File: src/rtl/raster_draw_scheduler_pkg.sv
// Shared encodings and defaults for the raster draw scheduler.
package raster_pkg;

    localparam int unsigned DEF_WIDTH  = 4;
    localparam int unsigned DEF_HEIGHT = 3;
    localparam int unsigned OP_W       = 2;
    localparam int unsigned NUM_REQ    = 2;

    typedef enum logic [1:0] {
        OP_DRAW   = 2'b00,
        OP_ERASE  = 2'b01,
        OP_INVERT = 2'b10,
        OP_CLEAR  = 2'b11
    } op_e;

    typedef enum logic [1:0] {
        ST_IDLE  = 2'd0,
        ST_DRIVE = 2'd1,
        ST_APPLY = 2'd2
    } state_e;

endpackage

File: src/rtl/raster_draw_scheduler_if.sv
// Two-requester draw command bus; requester n occupies slice n of each field.
interface raster_draw_scheduler_if
    import raster_pkg::*;
#(
    parameter int unsigned WIDTH  = DEF_WIDTH,
    parameter int unsigned HEIGHT = DEF_HEIGHT
) ();

    logic [NUM_REQ-1:0]        req_valid;
    logic [NUM_REQ-1:0]        req_ready;
    logic [NUM_REQ*OP_W-1:0]   req_op;
    logic [NUM_REQ*WIDTH-1:0]  req_ax;
    logic [NUM_REQ*WIDTH-1:0]  req_bx;
    logic [NUM_REQ*WIDTH-1:0]  req_cx;
    logic [NUM_REQ*HEIGHT-1:0] req_ay;
    logic [NUM_REQ*HEIGHT-1:0] req_by;
    logic [NUM_REQ*HEIGHT-1:0] req_cy;

    modport master (
        output req_valid, req_op, req_ax, req_bx, req_cx, req_ay, req_by, req_cy,
        input  req_ready
    );

    modport slave (
        input  req_valid, req_op, req_ax, req_bx, req_cx, req_ay, req_by, req_cy,
        output req_ready
    );

endinterface

File: src/rtl/raster_draw_scheduler_arb.sv
// Two-way round-robin arbiter; on a tie the requester that did not win last time is granted.
module rr_arbiter2 (
    input  logic       clk,
    input  logic       reset_n,
    input  logic [1:0] valid,
    input  logic       advance,
    output logic [1:0] grant
);

    logic last_grant_q;
    logic last_grant_d;

    // Grant selection and winner bookkeeping
    always_comb begin
        grant        = valid;
        last_grant_d = last_grant_q;
        if (valid == 2'b11) begin
            grant = last_grant_q ? 2'b01 : 2'b10;
        end
        if (advance) begin
            last_grant_d = grant[1];
        end
    end

    // Last winner; reset value lets requester 0 take the first tie
    always_ff @(posedge clk or negedge reset_n) begin
        if (!reset_n) begin
            last_grant_q <= 1'b1;
        end else begin
            last_grant_q <= last_grant_d;
        end
    end

endmodule

File: src/rtl/raster_draw_scheduler.sv
// Command front-end: arbitrates draw commands, drives the rasterizer, composites into fb.
module raster_draw_scheduler
    import raster_pkg::*;
#(
    parameter int unsigned WIDTH  = DEF_WIDTH,
    parameter int unsigned HEIGHT = DEF_HEIGHT
) (
    input  logic                      clk,
    input  logic                      reset_n,
    raster_draw_scheduler_if.slave    req,
    output logic [WIDTH-1:0]          rast_ax,
    output logic [HEIGHT-1:0]         rast_ay,
    output logic [WIDTH-1:0]          rast_bx,
    output logic [HEIGHT-1:0]         rast_by,
    output logic [WIDTH-1:0]          rast_cx,
    output logic [HEIGHT-1:0]         rast_cy,
    output logic                      rast_shape,
    input  logic [WIDTH*HEIGHT-1:0]   rast_screen,
    output logic [WIDTH*HEIGHT-1:0]   fb,
    output logic                      done,
    output logic                      done_id,
    output logic                      busy,
    output logic                      degen
);

    localparam int unsigned NPIX = WIDTH * HEIGHT;

    state_e              state_q, state_d;
    op_e                 op_q, op_d;
    logic                id_q, id_d;
    logic [WIDTH-1:0]    ax_q, ax_d, bx_q, bx_d, cx_q, cx_d;
    logic [HEIGHT-1:0]   ay_q, ay_d, by_q, by_d, cy_q, cy_d;
    logic [NPIX-1:0]     fb_q, fb_d;
    logic                done_q, done_d;
    logic                done_id_q, done_id_d;
    logic                busy_q, busy_d;
    logic                degen_q, degen_d;
    logic [1:0]          grant;
    logic                advance;
    logic                sel;

    rr_arbiter2 u_arb (
        .clk     (clk),
        .reset_n (reset_n),
        .valid   (req.req_valid),
        .advance (advance),
        .grant   (grant)
    );

    assign sel           = grant[1];
    assign req.req_ready = (state_q == ST_IDLE) ? grant : 2'b00;

    // Next-state, command capture and framebuffer compositing
    always_comb begin
        state_d   = state_q;
        op_d      = op_q;
        id_d      = id_q;
        ax_d      = ax_q;
        bx_d      = bx_q;
        cx_d      = cx_q;
        ay_d      = ay_q;
        by_d      = by_q;
        cy_d      = cy_q;
        fb_d      = fb_q;
        done_d    = 1'b0;
        done_id_d = done_id_q;
        degen_d   = degen_q;
        advance   = 1'b0;

        case (state_q)
            ST_IDLE: begin
                if (|grant) begin
                    advance = 1'b1;
                    id_d    = sel;
                    op_d    = op_e'(sel ? req.req_op[2*OP_W-1:OP_W] : req.req_op[OP_W-1:0]);
                    ax_d    = sel ? req.req_ax[2*WIDTH-1:WIDTH]   : req.req_ax[WIDTH-1:0];
                    bx_d    = sel ? req.req_bx[2*WIDTH-1:WIDTH]   : req.req_bx[WIDTH-1:0];
                    cx_d    = sel ? req.req_cx[2*WIDTH-1:WIDTH]   : req.req_cx[WIDTH-1:0];
                    ay_d    = sel ? req.req_ay[2*HEIGHT-1:HEIGHT] : req.req_ay[HEIGHT-1:0];
                    by_d    = sel ? req.req_by[2*HEIGHT-1:HEIGHT] : req.req_by[HEIGHT-1:0];
                    cy_d    = sel ? req.req_cy[2*HEIGHT-1:HEIGHT] : req.req_cy[HEIGHT-1:0];
                    state_d = ST_DRIVE;
                end
            end
            ST_DRIVE: begin
                state_d = ST_APPLY;
            end
            ST_APPLY: begin
                done_d    = 1'b1;
                done_id_d = id_q;
                state_d   = ST_IDLE;
                if (op_q == OP_CLEAR) begin
                    fb_d = '0;
                end else if ((ax_q > bx_q) || (ay_q > cy_q)) begin
                    // Empty region: leave fb alone regardless of what the rasterizer reports
                    degen_d = 1'b1;
                end else begin
                    case (op_q)
                        OP_DRAW:   fb_d = fb_q | rast_screen;
                        OP_ERASE:  fb_d = fb_q & ~rast_screen;
                        OP_INVERT: fb_d = fb_q ^ rast_screen;
                        default:   fb_d = fb_q;
                    endcase
                end
            end
            default: begin
                state_d = ST_IDLE;
            end
        endcase

        busy_d = (state_d != ST_IDLE);
    end

    // State and datapath registers
    always_ff @(posedge clk or negedge reset_n) begin
        if (!reset_n) begin
            state_q   <= ST_IDLE;
            op_q      <= OP_DRAW;
            id_q      <= 1'b0;
            ax_q      <= '0;
            bx_q      <= '0;
            cx_q      <= '0;
            ay_q      <= '0;
            by_q      <= '0;
            cy_q      <= '0;
            fb_q      <= '0;
            done_q    <= 1'b0;
            done_id_q <= 1'b0;
            busy_q    <= 1'b0;
            degen_q   <= 1'b0;
        end else begin
            state_q   <= state_d;
            op_q      <= op_d;
            id_q      <= id_d;
            ax_q      <= ax_d;
            bx_q      <= bx_d;
            cx_q      <= cx_d;
            ay_q      <= ay_d;
            by_q      <= by_d;
            cy_q      <= cy_d;
            fb_q      <= fb_d;
            done_q    <= done_d;
            done_id_q <= done_id_d;
            busy_q    <= busy_d;
            degen_q   <= degen_d;
        end
    end

    assign rast_ax    = ax_q;
    assign rast_bx    = bx_q;
    assign rast_cx    = cx_q;
    assign rast_ay    = ay_q;
    assign rast_by    = by_q;
    assign rast_cy    = cy_q;
    assign rast_shape = 1'b0;
    assign fb         = fb_q;
    assign done       = done_q;
    assign done_id    = done_id_q;
    assign busy       = busy_q;
    assign degen      = degen_q;

endmodule
File: src/flat_wrapper.sv
// flat-port wrapper written by rule: the top's interface ports become plain ports
module raster_draw_scheduler_flat import raster_pkg::*;
#(
    parameter int unsigned WIDTH  = DEF_WIDTH,
    parameter int unsigned HEIGHT = DEF_HEIGHT
)
  (clk, reset_n, rast_ax, rast_ay, rast_bx, rast_by, rast_cx, rast_cy, rast_shape, rast_screen, fb, done, done_id, busy, degen, req_req_valid, req_req_op, req_req_ax, req_req_bx, req_req_cx, req_req_ay, req_req_by, req_req_cy, req_req_ready);
  raster_draw_scheduler_if #(.WIDTH(WIDTH), .HEIGHT(HEIGHT)) req_i ();
  input  logic clk;
  input  logic reset_n;
  output logic [WIDTH-1:0] rast_ax;
  output logic [HEIGHT-1:0] rast_ay;
  output logic [WIDTH-1:0] rast_bx;
  output logic [HEIGHT-1:0] rast_by;
  output logic [WIDTH-1:0] rast_cx;
  output logic [HEIGHT-1:0] rast_cy;
  output logic rast_shape;
  input  logic [WIDTH*HEIGHT-1:0] rast_screen;
  output logic [WIDTH*HEIGHT-1:0] fb;
  output logic done;
  output logic done_id;
  output logic busy;
  output logic degen;
  input wire logic [$bits(req_i.req_valid)-1:0] req_req_valid;
  input wire logic [$bits(req_i.req_op)-1:0] req_req_op;
  input wire logic [$bits(req_i.req_ax)-1:0] req_req_ax;
  input wire logic [$bits(req_i.req_bx)-1:0] req_req_bx;
  input wire logic [$bits(req_i.req_cx)-1:0] req_req_cx;
  input wire logic [$bits(req_i.req_ay)-1:0] req_req_ay;
  input wire logic [$bits(req_i.req_by)-1:0] req_req_by;
  input wire logic [$bits(req_i.req_cy)-1:0] req_req_cy;
  output wire logic [$bits(req_i.req_ready)-1:0] req_req_ready;
  assign req_i.req_valid = req_req_valid;
  assign req_i.req_op = req_req_op;
  assign req_i.req_ax = req_req_ax;
  assign req_i.req_bx = req_req_bx;
  assign req_i.req_cx = req_req_cx;
  assign req_i.req_ay = req_req_ay;
  assign req_i.req_by = req_req_by;
  assign req_i.req_cy = req_req_cy;
  assign req_req_ready = req_i.req_ready;
  raster_draw_scheduler #(.WIDTH(WIDTH), .HEIGHT(HEIGHT)) u_core (.clk(clk), .reset_n(reset_n), .req(req_i), .rast_ax(rast_ax), .rast_ay(rast_ay), .rast_bx(rast_bx), .rast_by(rast_by), .rast_cx(rast_cx), .rast_cy(rast_cy), .rast_shape(rast_shape), .rast_screen(rast_screen), .fb(fb), .done(done), .done_id(done_id), .busy(busy), .degen(degen));
endmodule
File: config.mk
export PLATFORM = sky130hd
export DESIGN_NAME = raster_draw_scheduler_flat
export DESIGN_NICKNAME = d
export VERILOG_FILES = /design/src/rtl/raster_draw_scheduler_pkg.sv /design/src/rtl/raster_draw_scheduler_if.sv /design/src/rtl/raster_draw_scheduler_arb.sv /design/src/rtl/raster_draw_scheduler.sv /design/src/flat_wrapper.sv
export SDC_FILE = /design/constraint.sdc
export NUM_CORES = 1
export LEC_CHECK = 0
export ABC_CLOCK_PERIOD_IN_PS = 5100
export CORE_MARGIN = 8
export CORE_UTILIZATION = 48
export DETAILED_ROUTE_END_ITERATION = 10
export PLACE_DENSITY_LB_ADDON = 0.2
export SYNTH_ARGS = -nofsm -noshare
export SYNTH_HDL_FRONTEND = slang
export SYNTH_SLANG_ARGS = --single-unit
File: constraint.sdc
create_clock -name clk -period 5.1 [get_ports clk]
set_clock_uncertainty 0.15 [all_clocks]
set_input_delay 1.02 -clock clk [delete_from_list [all_inputs] [get_ports clk]]
set_output_delay 1.02 -clock clk [all_outputs]
set_load 0.005 [all_outputs]
==> results of run 1 <==
==> metrics by stage <==
| step | util [%] | area, um2 | setup WS (ns) |
|---|---|---|---|
| after floorplan | - | 2710 | 2.43 |
| after global placement | 68.6 | 3750 | 1.48 |
| after detailed placement | 68.6 | 3750 | 1.47 |
| after CTS | 70.8 | 3870 | 1.46 |
| after global routing | 70.8 | 3870 | 1.42 |
| final | 70.8 | 3870 | 1.48 |
==> sequential cells by signal, indices dropped and copies added (netlist names), 2 cells and up <==
signal,count
u_core.op_q,2
u_core.state_q,2
u_core.fb,12
u_core.rast_cx,4
u_core.rast_ay,3
u_core.rast_by,3
u_core.rast_bx,4
u_core.rast_ax,4
u_core.rast_cy,3
==> layer usage <==
layer / GRT usage, % / up-vias
met5: 0 / -
li1: - / 1157
met3: 7.00 / 9
met2: 27.3 / 63
met4: 4.91 / 0
met1: 18.5 / 1068
==> worst max-delay path: stages <==
cell,delay (ns)
clkdlybuf4s50_1,0.54
a21boi_4,0.20
and2_1,0.18
clkdlybuf4s50_1,0.52
==> cell usage after synthesis (2+ instances only) <==
master     n  share of area (%)
ha_1      35                 16
buf_4      3               0.83
nand2_1   32                4.4
o311ai_0   7                2.3
nand3_1    9                1.7
clkbuf_1   9                1.2
o22ai_1    2               0.46
a21oi_1   12                2.2
o21ai_1    2               0.37
dfrtp_1   42                 39
mux2i_1   23                8.5
nor2b_1    2               0.46
a221oi_1  12                3.9
nor2_1     2               0.28
a21o_1     6                1.7
inv_1     38                5.3
o21ai_0   26                4.8
==> power groups by stage <==
stage / clock (mW) / sequential, mW / combinational, mW
2_1_floorplan: 0 / 0.610 / 0.732
3_3_place_gp: 0 / 0.608 / 1.19
3_5_place_dp: 0 / 0.617 / 1.23
4_1_cts: 0.282 / 0.611 / 1.23
5_1_grt: 0.297 / 0.633 / 1.37
6_report: 0.277 / 0.609 / 1.22
==> cells in the final DEF, fill, tap and decap left out, types with 2 or more instances in the layout <==
cell type        count
dfrtp_1             42
mux2i_1             23
o311ai_0             7
nor2_1               2
nor2b_1              2
clkdlybuf4s50_1     99
clkbuf_8             6
a21o_1               6
a21oi_1             12
ha_1                35
o22ai_1              2
o21ai_0             26
nand2_1             32
inv_1               38
nand3_1              9
a221oi_1            12
==> worst min path at each step <==
stage | from | cells past startpoint | to
CTS | u_core.state_q[1]$_DFF_PN0_ | 1 | u_core.state_q[1]$_DFF_PN0_
global route | u_core.state_q[1]$_DFF_PN0_ | 1 | u_core.state_q[1]$_DFF_PN0_
detailed placement | u_core.degen$_DFFE_PN0P_ | 1 | u_core.degen$_DFFE_PN0P_
floorplan | u_core.state_q[1]$_DFF_PN0_ | 1 | u_core.state_q[1]$_DFF_PN0_
finish | u_core.state_q[1]$_DFF_PN0_ | 1 | u_core.state_q[1]$_DFF_PN0_
global placement | u_core.degen$_DFFE_PN0P_ | 1 | u_core.degen$_DFFE_PN0P_
==> kinds of logic (layout without fill, tap and decap cells) <==
family	count (synthesis)	after routing	synth area share [%]
AND/OR/NAND/NOR	51	51	8.46
multiplexers	24	24	8.92
adder cells (fa/ha/maj)	35	35	16.2
AO/OA/AOI/OAI	73	73	18.9
buffers and inverters	52	147	7.67
flip-flops	43	43	39.8
other	1	1	0.138
==> final cells by class <==
cell class	instances	area, um2
Fill cell	446	1600
Multi-Input combinational cell	184	1440
Sequential cell	43	1080
Timing Repair Buffer	101	1000
Inverter	38	143
Tap cell	72	90.1
Clock buffer	6	82.6
Clock inverter	2	35.0
==> flow_summary_export.csv, run 1 <==
group,metric,value,unit
timing,setup_viol,0,
worst_setup_path,r2r-end,"u_core.fb[11]$_DFFE_PN0P_",
global_route,antenna_found_initial,0,
clocking,clk_pin_slew,0.08,ns
timing,finalCritPeriodShare,71.1,%
final_layout,final_layout_size_suffix_gt1_share,5.35,%
floorplan,io_pins,102,
final_layout,areaGrowthSynthToFinish,43.0,%
place,dp_hpwl,5.12,mm
worst_setup_path,cp.arrival,2.45,ns
power_and_ir_drop,pwr-share-seq,29.0,%
clocking,cts_root_buf,"clkbuf_8",
yosys,yosysUniqueCellTypes,34,
yosys,ys_seq_area_share,39.8,%
yosys,synth_edf_count,0,
final_layout,fin_nets,470,
timing,relSlewSlack,32.0,%
timing,hold_slack,0.315,ns
yosys,syn_area,2710,um2
timing,tns,0,ns
power_and_ir_drop,p_leak,1.85,nW
worst_setup_path,cp.required,3.93,ns
yosys,yosys_warnings,0,
routing,post-route-drc-count,0,
yosys,async_flop_share,100,%
worst_setup_path,cp-startpoint,"req_req_valid[1]",
yosys,synth_fp_nets,376,
global_route,overflow,0,
clocking,cts_buffers,5,
yosys,synth_seq_cells,43,
power_and_ir_drop,power.switching,861,uW
routing,wl_per_cell,15.0,um
routing,vias,2297,
clocking,holdBufCountCts,0,
routing,dr_wl_met2,3.26,mm
yosys,synthCells,279,
power_and_ir_drop,finalPower,2.10,mW
worst_hold_path,min_path_type,"flip-flop to flip-flop",
final_layout,num_antenna_cells,0,
worst_setup_path,crit_end,"req_req_ready[1]",
routing,ant_nets,0,
floorplan,core,5470,um2
worst_setup_path,critPathKind,"primary input to primary output",
clocking,h-tree-depth,2,
worst_setup_path,worst_r2r_path_depth,6,
timing,fmaxAchievable,0.276,GHz
clocking,cts_resized,0,
clocking,clk_latency,0.29,ns
job,drv_cap,0,
power_and_ir_drop,p_per_area,543,nW/um2
timing,tightest_slew,1.02,ns
routing,dr_wl_met3,562,um
routing,first_iter_violations,99,
routing,dr.pass1.iters,6,
worst_setup_path,start_kind,"primary input",
floorplan,floorplan.initialDensity,49.5,%
floorplan,num_rows,27,
place,dp_cells,438,
floorplan,die-area,8300,um2
power_and_ir_drop,p_clk_share,13.2,%
yosys,synth_ff_type,"dfrtp_1",
timing,finalHoldViolations,0,
global_route,grt_pass1_wl,11.4,mm
place,gp_congestion,0.718,
worst_setup_path,endpoint_kind,"primary output",
clocking,cts_buffer_depth,2,
floorplan,die_h,91.1,um
timing,grt_setup_unrepaired,"false",
routing,top_layer,"met4",
worst_setup_path,r2r_slack,2.68,ns
global_route,grt_pass1_vias,2440,
global_route,track_usage,16.3,%
timing,period_minus_slack,3.62,ns
timing,slew_violations,0,
worst_setup_path,path_max_fanout,3,
clocking,postCtsSetupBuffers,0,
routing,wl_met1,2.79,mm
clocking,clock-sinks,43,
place,io_buffers,100,
final_layout,stdcell_count,446,
global_route,grt_max_degree,51,
power_and_ir_drop,power.internal,1.24,mW
power_and_ir_drop,switching_share,40.9,%
routing,finalWirelength,6.71,mm
power_and_ir_drop,vdd_drop_max,0.390,mV
worst_setup_path,r2r-start,"u_core.op_q[0]$_DFFE_PN0P_",
clocking,cts_tree,"built",
routing,viasPerCell,5.15,
yosys,avgSynthCellArea,9.70,um2
floorplan,die_width,91.1,um
outcome,status,"completed",
power_and_ir_drop,comb_power_share,57.9,%
No activity file was read; power rests on OpenSTA's default activity.
==> run 2, diff against run 1 <==
ABC_CLOCK_PERIOD_IN_PS = 3220   (was 5100)
CORE_UTILIZATION = 40   (was 48)
clock period = 3.22 ns   (was 5.1 ns; I/O delays follow)
==> run 2 against run 1 <==
Via count shrank 0.91%. Combinational power is 57% higher. Sequential power up 58%. Global-route usage shrank 2.4 points. Clock power rose by 37%. Worst setup slack worse by 1.1 ns. Flip-flop and latch count unchanged. Critical endpoint unchanged. Highest routed layer unchanged.
==> flow_summary_export.csv, run 2 (synthesis gave the netlist of run 1 again) <==
group,metric,value,unit
worst_setup_path,cp.arrival,2.06,ns
routing,dr.pass1.iters,4,
worst_setup_path,cpLargestDelayFamily,"buffers and inverters",
worst_hold_path,hold_path_depth,1,
final_layout,num_antenna_cells,0,
timing,grt_setup_unrepaired,"false",
timing,fin_ws,0.369,ns
timing,tns,0,ns
floorplan,die_h,98.3,um
routing,vias,2276,
clocking,cts_resized,0,
floorplan,die_width,98.3,um
power_and_ir_drop,vdd_drop_max,0.483,mV
final_layout,largest_reg_flops,12,
routing,finalWirelength,6.67,mm
worst_setup_path,cp_common_cell,"clkdlybuf4s50_1",
global_route,overflow,0,
clocking,holdBufCountCts,0,
timing,finalCritPeriodShare,88.5,%
clocking,clk_pin_slew,0.08,ns
worst_setup_path,start_kind,"primary input",
final_layout,layout_common_cells,"99 x clkdlybuf4s50_1, 42 x dfrtp_1, 38 x inv_1, 35 x ha_1, 32 x nand2_1",
final_layout,layout_commonest_cell,"clkdlybuf4s50_1",
floorplan,core,6680,um2
clocking,cts_buffers,5,
worst_setup_path,worst_r2r_path_depth,6,
timing,slew_violations,0,
worst_setup_path,path_max_fanout,3,
power_and_ir_drop,p_per_area,842,nW/um2
global_route,grt_pass1_vias,2384,
clocking,h-tree-depth,2,
worst_setup_path,cp_cell_sequence,"clkdlybuf4s50_1 -> a21boi_4 -> and2_1 -> clkdlybuf4s50_1",
outcome,status,"completed",
place,pre_cts_slack,0.357,ns
global_route,grt_max_degree,51,
timing,fmaxAchievable,0.351,GHz
final_layout,final_layout_size_suffix_gt1_share,5.60,%
worst_setup_path,cp.depth,4,
floorplan,floorplan.initialDensity,40.5,%
timing,tightest_slew,0.987,ns
timing,finalHoldViolations,0,
final_layout,areaGrowthSynthToFinish,42.9,%
routing,ant_nets,0,
clocking,clk_latency,0.29,ns
clocking,postCtsSetupBuffers,0,
worst_setup_path,path_buf_inv,2,
global_route,antenna_found_initial,0,
place,dp_hpwl,5.06,mm
floorplan,io_pins,102,
worst_setup_path,slowest_delay,0.52,ns
final_layout,fin_nets,471,
routing,viasPerCell,5.00,
floorplan,die-area,9660,um2
worst_setup_path,endpoint_kind,"primary output",
timing,setup_viol,0,
place,io_buffers,100,
floorplan,num_rows,30,
timing,period_minus_slack,2.85,ns
worst_setup_path,cp.required,2.43,ns
timing,relSlewSlack,34.2,%
global_route,grt_pass1_wl,11.2,mm
clocking,cts_buffer_depth,2,
routing,post-route-drc-count,0,
routing,wl_per_cell,14.7,um
worst_hold_path,min_path_type,"flip-flop to flip-flop",
power_and_ir_drop,p_leak,1.84,nW
place,gp_congestion,0.756,
global_route,track_usage,13.9,%
clocking,cts_tree,"built",
clocking,clock-sinks,43,
job,drv_cap,0,
worst_setup_path,critPathKind,"primary input to primary output",
routing,first_iter_violations,39,
worst_setup_path,worst_path_max_delay_cell,"clkdlybuf4s50_1",
clocking,cts_root_buf,"clkbuf_8",
## run 2: cell count changes in the layout (fill, tap and decap cells not counted), sizes merged
| cell | delta |
|---|---|
| clkinvlp | +1 |
| clkbuf | +1 |
| clkinv | -1 |
| buf | +1 |
| bufinv | -1 |
## run 2: report_power, final
| group | switching (mW) | leakage (nW) | internal [mW] |
|---|---|---|---|
| clock | 0.184 | 0.0505 | 0.195 |
| sequential | 0.172 | 0.504 | 0.789 |
| combinational | 0.989 | 1.29 | 0.930 |
## run 2: final timing paths
path	start	endpoint	slack (ns)
setup / recovery	req_req_valid[1]	req_req_ready[1]	0.37
hold / removal	u_core.state_q[1]$_DFF_PN0_	u_core.state_q[1]$_DFF_PN0_	0.31
setup reg to reg	u_core.op_q[0]$_DFFE_PN0P_	u_core.fb[1]$_DFFE_PN0P_	0.82
hold reg to reg	u_core.state_q[1]$_DFF_PN0_	u_core.state_q[1]$_DFF_PN0_	0.31
max in group asynchronous	reset_n	u_core.done_id$_DFFE_PN0P_	1.94
min in group asynchronous	reset_n	u_core.fb[6]$_DFFE_PN0P_	0.34
## run 2: metrics by stage
| stage | hold WS [ns] | utilization (%) | total power, mW | std cells | area [um2] |
|---|---|---|---|---|---|
| 2_1_floorplan | 0.198 | - | 2.12 | 279 | 2710 |
| 3_3_place_gp | 0.292 | 56.3 | 2.87 | 447 | 3760 |
| 3_5_place_dp | 0.306 | 56.3 | 2.91 | 447 | 3760 |
| 4_1_cts | 0.317 | 57.9 | 3.31 | 455 | 3870 |
| 5_1_grt | 0.337 | 57.9 | 3.58 | 455 | 3870 |
| 6_report | 0.308 | 57.9 | 3.26 | 455 | 3870 |
## run 2: layout make-up
class	instances	area [um2]
Tap cell	80	100
Multi-Input combinational cell	184	1430
Sequential cell	43	1080
Inverter	38	143
Clock inverter	1	7.51
Fill cell	621	2810
Timing Repair Buffer	102	1010
Clock buffer	7	96.3
## run 2: per-layer routing
metal	up-vias	wire length (um)	track usage [%]
met5	-	0	0
met4	0	25	2.83
met3	2	590	6.26
met2	66	3300	23.7
met1	1056	2760	15.7
li1	1152	-	-
